$ cat src/rtl/rt_pkg.sv
`default_nettype none
// ============================================================================
//  Package  : rt_pkg
//  Purpose  : Shared types and constants for the triangle reader / result
//             writer SDRAM paths: 16.16 fixed-point type with its limits and
//             the Avalon-MM data-path constants both masters use.
//  Revision : 1.0  initial release
// ============================================================================
package rt_pkg;

  // 16.16 signed fixed point
  typedef logic signed [31:0] fip;

  localparam fip FIP_ONE = 32'sh0001_0000;
  localparam fip FIP_MIN = 32'sh8000_0000;
  localparam fip FIP_MAX = 32'sh7FFF_FFFF;

  // Avalon-MM halfword data path toward the SDRAM controller
  localparam int         AVMM_DW     = 16;
  localparam logic [1:0] AVMM_BE_ALL = 2'b11;

endpackage : rt_pkg
`default_nettype wire

$ cat src/rtl/record_addr_gen.sv
`default_nettype none
// ============================================================================
//  Module   : record_addr_gen
//  Purpose  : Byte address of a fixed-size record in a flat array:
//             rec = base + index * (NDWORDS*4), modulo 2^32.
//             Shared by the reader and the writer so both see one address map.
//  Ports    : i_base      [31:0] byte base address of the record array
//             i_index     [31:0] record index
//             o_rec_addr  [31:0] byte address of the record (wraps silently)
//  Revision : 1.0  initial release
// ============================================================================
module record_addr_gen #(
  parameter int NDWORDS = 3
) (
  input  logic [31:0] i_base,
  input  logic [31:0] i_index,
  output logic [31:0] o_rec_addr
);

  // Stride is a constant, so the multiply reduces to shifts and adds.
  localparam logic [31:0] c_STRIDE = 32'(NDWORDS * 4);

  logic [31:0] w_offset;

  // Product truncated to 32 bits: address wraps modulo 2^32 by design.
  assign w_offset   = i_index * c_STRIDE;
  assign o_rec_addr = i_base + w_offset;

endmodule : record_addr_gen
`default_nettype wire

$ cat src/rtl/result_writer.sv
`default_nettype none
// ============================================================================
//  Module   : result_writer
//  Purpose  : Serialises one record of NDWORDS 32-bit words into 2*NDWORDS
//             16-bit Avalon-MM write beats at base + index*NDWORDS*4.
//             A one-deep pending buffer lets the producer queue the next
//             record while the current one is being written.
//  Ports    : i_clk, i_rstn            clock, synchronous active-low reset
//             i_baseaddr/i_index/i_data request fields, sampled on accept
//             i_write / o_ready         request handshake
//             o_busy                    record in flight or pending
//             o_done                    1-cycle pulse after last beat accepted
//             avm_m0_*                  Avalon-MM write master
//  Revision : 1.0  initial release
// ============================================================================
module result_writer
  import rt_pkg::*;
#(
  parameter int NDWORDS = 3
) (
  input  logic                    i_clk,
  input  logic                    i_rstn,
  input  logic [31:0]             i_baseaddr,
  input  logic [31:0]             i_index,
  input  logic [32*NDWORDS-1:0]   i_data,
  input  logic                    i_write,
  output logic                    o_ready,
  output logic                    o_busy,
  output logic                    o_done,
  output logic                    avm_m0_write,
  output logic [31:0]             avm_m0_address,
  output logic [AVMM_DW-1:0]      avm_m0_writedata,
  output logic [1:0]              avm_m0_byteenable,
  input  logic                    avm_m0_waitrequest
);

  localparam int              c_NBEATS = 2 * NDWORDS;
  localparam int              c_BW     = (c_NBEATS > 1) ? $clog2(c_NBEATS) : 1;
  localparam logic [c_BW-1:0] c_LAST   = c_BW'(c_NBEATS - 1);

  localparam logic [0:0] S_IDLE  = 1'b0;
  localparam logic [0:0] S_WRITE = 1'b1;

  // --------------------------------------------------------------------------
  // State
  // --------------------------------------------------------------------------
  logic [0:0]            r_state;
  logic [c_BW-1:0]       r_beat;
  logic [31:0]           r_act_addr;
  logic [32*NDWORDS-1:0] r_act_data;
  logic                  r_pend_valid;
  logic [31:0]           r_pend_addr;
  logic [32*NDWORDS-1:0] r_pend_data;
  logic                  r_done;

  logic [31:0]           w_req_addr;
  logic                  w_writing;
  logic                  w_accept;
  logic                  w_beat_acc;
  logic                  w_last_acc;
  logic [31:0]           w_beat_off;
  logic [AVMM_DW-1:0]    w_halves [c_NBEATS];

  // Record address is resolved at accept time so only addresses are stored.
  record_addr_gen #(
    .NDWORDS (NDWORDS)
  ) u_addr_gen (
    .i_base     (i_baseaddr),
    .i_index    (i_index),
    .o_rec_addr (w_req_addr)
  );

  // Halfword b is word b/2, low half for even b: that is exactly bits [16b+:16].
  for (genvar k = 0; k < c_NBEATS; k++) begin : g_half
    assign w_halves[k] = r_act_data[16*k +: 16];
  end

  assign w_writing  = (r_state == S_WRITE);
  assign w_accept   = i_write && !r_pend_valid;
  assign w_beat_acc = w_writing && !avm_m0_waitrequest;
  assign w_last_acc = w_beat_acc && (r_beat == c_LAST);
  assign w_beat_off = {{(31-c_BW){1'b0}}, r_beat, 1'b0};

  // Beat outputs are pure functions of held registers, so they stay stable
  // for as long as waitrequest stalls the current beat.
  assign avm_m0_write      = w_writing;
  assign avm_m0_address    = w_writing ? (r_act_addr + w_beat_off) : 32'd0;
  assign avm_m0_writedata  = w_writing ? w_halves[r_beat] : '0;
  assign avm_m0_byteenable = w_writing ? AVMM_BE_ALL : 2'b00;

  assign o_ready = !r_pend_valid;
  assign o_busy  = w_writing || r_pend_valid;
  assign o_done  = r_done;

  // --------------------------------------------------------------------------
  // FSM, beat counter, active/pending registers
  // --------------------------------------------------------------------------
  always_ff @(posedge i_clk) begin
    if (!i_rstn) begin
      r_state      <= S_IDLE;
      r_beat       <= '0;
      r_act_addr   <= '0;
      r_act_data   <= '0;
      r_pend_valid <= 1'b0;
      r_pend_addr  <= '0;
      r_pend_data  <= '0;
      r_done       <= 1'b0;
    end else begin
      r_done <= w_last_acc;

      case (r_state)
        S_IDLE: begin
          // Pending is always empty here, so a request goes straight to active.
          if (w_accept) begin
            r_act_addr <= w_req_addr;
            r_act_data <= i_data;
            r_beat     <= '0;
            r_state    <= S_WRITE;
          end
        end

        S_WRITE: begin
          if (w_beat_acc) begin
            if (r_beat == c_LAST) begin
              r_beat <= '0;
              if (r_pend_valid) begin
                r_act_addr   <= r_pend_addr;
                r_act_data   <= r_pend_data;
                r_pend_valid <= 1'b0;
              end else if (w_accept) begin
                // Request arriving on the final beat: skip the pending stage
                // so its beat 0 follows with no idle gap.
                r_act_addr <= w_req_addr;
                r_act_data <= i_data;
              end else begin
                r_state <= S_IDLE;
              end
            end else begin
              r_beat <= r_beat + 1'b1;
            end
          end

          // An accept implies pending was empty, so this never collides with
          // the pending->active transfer above.
          if (w_accept && !w_last_acc) begin
            r_pend_addr  <= w_req_addr;
            r_pend_data  <= i_data;
            r_pend_valid <= 1'b1;
          end
        end

        default: r_state <= S_IDLE;
      endcase
    end
  end

endmodule : result_writer
`default_nettype wire

$ cat config.mk
export PLATFORM = sky130hd
export DESIGN_NAME = result_writer
export DESIGN_NICKNAME = d
export VERILOG_FILES = /design/src/rtl/rt_pkg.sv /design/src/rtl/record_addr_gen.sv /design/src/rtl/result_writer.sv
export SDC_FILE = /design/constraint.sdc
export NUM_CORES = 1
export LEC_CHECK = 0
export ABC_AREA = 1
export CORE_ASPECT_RATIO = 0.7
export CORE_UTILIZATION = 55
export CTS_CLUSTER_DIAMETER = 120
export DETAILED_ROUTE_END_ITERATION = 6
export PLACE_DENSITY = 0.79
export SETUP_SLACK_MARGIN = 0.05
export SLEW_MARGIN = 25
export SYNTH_ARGS = -nofsm -noshare
export SYNTH_HDL_FRONTEND = slang
export SYNTH_HIERARCHICAL = 1
export SYNTH_SLANG_ARGS = --single-unit
$ cat constraint.sdc
create_clock -name i_clk -period 7.5 [get_ports i_clk]
set_input_delay 1.5 -clock i_clk [delete_from_list [all_inputs] [get_ports i_clk]]
set_output_delay 1.5 -clock i_clk [all_outputs]
set_load 0.03 [all_outputs]
Word level (Yosys, flattened, before mapping)
Index checks and enable logic that the tools add are counted.
- input port bits: 164
- output and inout bits: 54
- register bits after elaboration: 262
- logic and storage cells: 61
- eq/ne operators: 4
- mux-type cells: 28
- bitwise gates (word level): 2
- add/subtract/negate cells: 3
- $mul: 1
- order comparisons: 1
- reductions and logical operators: 14
- operator list (kind ; number):
    $mux W96 ; 4
    $pmux W96 S2 ; 1
    $mux W32 ; 5
    $pmux W32 S2 ; 1
    $bmux W16 S3 ; 1
    $mux W16 ; 3
    $add A32 B32 Y32 ; 1
    $add A32 B4 Y32 ; 1
    $mul A32 B2 Y30 const B ; 1
    $mux W3 ; 3
    $mux W1 ; 7
    $pmux W3 S2 ; 1
    $reduce_and A2 Y1 ; 3
    $ge A4 B4 Y1 const B ; 1
    $logic_and A1 B1 Y1 ; 4
    $ne A2 B1 Y1 const B ; 2
    $not A3 Y4 ; 1
    $reduce_bool A2 Y1 ; 2
    $add A3 B1 Y3 const B ; 1
    $eq A3 B3 Y1 const B ; 1
    $logic_not A1 Y1 ; 3
    $reduce_and A3 Y1 ; 1
    $mux W2 ; 1
    $ne A2 B2 Y1 const B ; 1
    other kinds (3) ; 3

Logic depth before layout (Yosys ltp)
- word-level depth: 7
- depth in mapped cells: 29
- depth with buffers taken out: 29

Hierarchy
Netlist, hierarchy kept.
- modules (own cells, without submodules) (module ; cells an instance ; area each (µm²) ; times used):
    result_writer ; 1858 ; 12549.5 ; 1
    record_addr_gen ; 689 ; 3759.9 ; 1

Worst setup path before layout
OpenSTA, ideal clock, no wires.
- kind: in2reg
- start: in i_index[0]
- end: reg r_act_addr[20]
- data arrival time: 4237 ps
- cell stages on the path: 24
- buffers on the path: 0
- data required time: 7430 ps
- path slack: 3193 ps
- cells stage by stage: ha_1 -> inv_1 -> fa_1 -> inv_1 -> nand3_1 -> nand2_1 -> nand3_1 -> nand3_1 -> nand2_1 -> inv_1 -> nor2_1 -> xnor2_1 -> ha_1 -> nand2_1 -> nor2_1 -> inv_1 -> nor2_1 -> nand4_1 -> nand3_1 -> xor2_1 -> o22ai_1 -> nand2_1 -> nand2_1 -> a21oi_1
- longest elaborated chain between the ends: 7
- RTL lines (item ; RTL line ; text):
    from (decl) ; result_writer.sv:24 ; input logic [31:0] i_index,
    $mul A32 B2 Y30 * ; record_addr_gen.sv:26 ; assign w_offset = i_index * c_STRIDE;
    $add A32 B32 Y32 * ; record_addr_gen.sv:27 ; assign o_rec_addr = i_base + w_offset;
    net w_req_addr[20] ; result_writer.sv:56 ; logic [31:0] w_req_addr;
    $mux W32 * ; result_writer.sv:114, result_writer.sv:130 ;
    $mux W32 ; result_writer.sv:126 ; if (r_pend_valid) begin
    $mux W32 ; result_writer.sv:124 ; if (r_beat == c_LAST) begin
    $mux W32 ; result_writer.sv:123 ; if (w_beat_acc) begin
    $pmux W32 S2 * ; result_writer.sv:111 ; case (r_state)
    to (signal assigned) ; result_writer.sv:115 ; r_act_addr <= w_req_addr;
    to (signal assigned) ; result_writer.sv:127 ; r_act_addr <= r_pend_addr;
    to (signal assigned) ; result_writer.sv:133 ; r_act_addr <= w_req_addr;
    to (decl) ; result_writer.sv:49 ; logic [31:0] r_act_addr;
The timed path passes the listed nets; every way through them passes the cells marked *. The select of a mux whose other input is x is not followed.
A chain may end at the register's enable or synchronous reset.

Final worst setup path
- start: in i_index[1]
- end: reg r_act_addr[31]
Same word-level chain as after synthesis.

==> reports/qor.yml <==
clock_tree:
  cts_buffer_depth: 3
  cts_setup_buffers: 0
  root_buffer: "clkbuf_16"
  cts_tree: "yes"
  cts_sinks: 262
  clk_pin_slew_ns: 0.07
  cts_buffers: 26
  cts_hold_buf: 0
  cts_resized: 0
  clock_latency_ns: 0.55
  htree_levels: 1
route:
  vias: 17800
  antenna_left: 0
  route.detailed.drc: 0
  drt_pass1_iterations: 6
  routed_wl_mm: 55.4
  viasPerCell: 5.84
  drt_iter0_markers: 2025
  drt-wirelength-per-cell_um: 18.2
yosys:
  ys_ff_latch: 262
  synthFlopType: "dfxtp_1"
  async_reset_ff_frac: 0
  syn_avg_cell_area_sq_um: 6.40
  ys_warn_count: 6
  synth_fp_nets: 2777
  synth.distinct_cells: 42
  seq_area_frac_synth: 0.322
  synth-edff-count: 0
  synth_cells: 2547
  syn_area_sq_um: 16300
global_routing:
  grt_pass1_vias: 15700
  antenna_found_initial: 3
  grt_pass1_wl_mm: 85.9
  grt_max_degree: 114
  grt_usage: 0.352
  overflow: 0
sta:
  relSlewSlack: 0.354
  period_needed_ns: 5.67
  setup_violations: 0
  finClkSkew_ns: 0.0106
  fin_tns_setup_ns: 0
  drv_slew: 0
  hold_viol: 0
  fmax_ghz: 0.176
  rsz0062_at_grt: "false"
  tightest_slew_ns: 0.968
  period_share: 0.756
finish:
  area_delta_synth_final_pct: 17.4
  layout_common_cells: "747 x nand2_1, 391 x a21oi_1, 261 x dfxtp_1"
  fill_cells: 2642
  nets: 2883
  layout-drive-gt1-share: 0.0367
  final_area_sq_um: 19200
  layout_commonest_cell: "nand2_1"
floorplan:
  rows: 52
  start_util: 0.562
  dieHeight_um: 146
  dieArea_sq_um: 30400
  core_area_sq_um: 29000
  die_w_um: 208
  io_pins: 218
pwr:
  ir_drop_uv: 199
  combPwrFrac: 0.322
  intPower_mw: 2.77
  share_seq_of_total_power: 0.366
  p_switching_mw: 1.56
  p_clk_frac: 0.313
  switching_share: 0.360
  total_leakage_power_nw: 8.02
  power_density_nw_per_um2: 226
placement:
  place_area_sq_um: 18300
  port_buffers: 215
  hpwl_mm: 40.3
  gp_congestion: 0.998
min_path:
  hold_class: "flip-flop to flip-flop"
setup_path:
  worstPathRequired_ns: 7.90
  cp_max_fo: 5
  crit_arrival_ns: 6.07
  worstSetupPathType: "primary input to flip-flop"
  cp-end-kind: "flip-flop"
  startpoint_type: "primary input"
job:
  drv_cap: 0
status:
  outcome: "complete, no violations"
## path summary, 6_finish.rpt
kind,endpoint,cells after the start,slack (ns),startpoint
worst max register to register,r_pend_data[56],6,4.14,avm_m0_write
worst max-delay path,r_act_addr[31],27,1.83,i_index[1]
worst min register to register,r_act_data[29],2,0.44,r_act_data[29]
worst min-delay path,r_act_data[29],2,0.44,r_act_data[29]
## layer usage
metal / up-vias / GRT usage / wire length [um]
li1: 8620 / - / -
met1: 8292 / 0.539 / 26000
met2: 839 / 0.499 / 22500
met3: 65 / 0.0781 / 6140
met4: 0 / 0.0670 / 875
met5: - / 0 / 0
## stage by stage
| stage | instances | setup slack (ns) | util | hold WS [ns] | total power [mW] |
|---|---|---|---|---|---|
| floorplan | 2547 | 3.19 | - | 0.422 | 2.52 |
| global placement | 3003 | 1.50 | 0.630 | 0.427 | 2.94 |
| detailed placement | 3003 | 1.50 | 0.630 | 0.431 | 2.96 |
| CTS | 3048 | 2.06 | 0.660 | 0.441 | 4.30 |
| global route | 3050 | 1.47 | 0.660 | 0.459 | 4.53 |
| finish | 3050 | 1.83 | 0.660 | 0.442 | 4.34 |
## power groups by stage
stage / Combinational [mW] / Sequential [mW] / Clock [mW]
finish: 1.40 / 1.59 / 1.36
global route: 1.52 / 1.60 / 1.41
CTS: 1.36 / 1.58 / 1.36
detailed placement: 1.35 / 1.61 / 0
global placement: 1.33 / 1.61 / 0
floorplan: 0.933 / 1.59 / 0
## sequential cells by signal (all words and copies together), names as in the netlist
| register | cells |
|---|---|
| r_act_addr | 32 |
| r_pend_addr | 32 |
| avm_m0_write | 1 |
| o_done | 1 |
| r_pend_valid | 1 |
| r_beat | 3 |
| r_pend_data | 96 |
| r_act_data | 96 |
## final cells by class
cell class | instances | area (sq um) | area share
sequential | 262 | 5250 | 0.274
antenna | 2 | 5.00 | 0.000261
clock inverter | 8 | 96.3 | 0.00503
multi-input combinational | 1898 | 9410 | 0.491
tap | 378 | 473 | 0.0247
inverter | 238 | 901 | 0.0470
clock buffer | 37 | 773 | 0.0404
timing repair buffer | 227 | 2250 | 0.117
## worst max-delay path, cell delays in order
cell and delay [ns]:
clkdlybuf4s50_1 0.54, ha_1 0.24, inv_1 0.10, fa_1 0.41
inv_1 0.09, nand3_1 0.06, nand2_1 0.15, nand2_1 0.07
nand2_1 0.14, nand3_1 0.10, nand3_1 0.13, xor2_1 0.38
ha_1 0.40, nand2_1 0.19, inv_1 0.06, nand2_1 0.06
nand2_1 0.07, a21oi_1 0.18, nand2_1 0.07, a21oi_1 0.42
inv_1 0.10, nand2_1 0.08, nand2_1 0.11, o22ai_1 0.16
nand2_1 0.08, nand2_1 0.13, a21oi_1 0.05
## synth_stat cells (2+ instances only)
cell,number,area (sq um)
nand3b_1,3,22.5
nand2_2,12,75.1
o22ai_1,128,801
nor2_2,6,37.5
nand4_1,16,100
nor3b_1,3,22.5
xor2_1,33,289
xnor2_1,11,96.3
ha_1,63,788
o21ai_0,59,295
inv_2,4,15.0
fa_1,3,60.1
buf_4,22,165
buf_6,13,146
buf_1,16,60.1
a211oi_1,2,15.0
o21bai_1,6,45.0
nand3_2,4,40.0
dfxtp_1,262,5250
nor2_1,163,612
o21ai_1,3,15.0
clkinv_1,2,7.51
nand3_1,200,1000
buf_2,45,225
inv_1,231,867
a21o_1,7,52.6
o21ai_2,3,26.3
clkbuf_1,53,199
a21oi_1,391,1960
nor3_1,20,100
nand2_1,752,2820
## logic make-up (layout without fill, tap and decap cells)
| logic type | after synthesis | count (layout) | synth area share |
|---|---|---|---|
| XOR/XNOR | 44 | 44 | 0.0236 |
| AO/OA/AOI/OAI | 602 | 602 | 0.199 |
| AND/OR/NAND/NOR | 1186 | 1186 | 0.300 |
| buffers and inverters | 387 | 510 | 0.104 |
| adder cells (fa/ha/maj) | 66 | 66 | 0.0520 |
| flip-flops | 262 | 262 | 0.322 |
| other | 0 | 2 | 0 |
(Power assumes the default switching activity.)
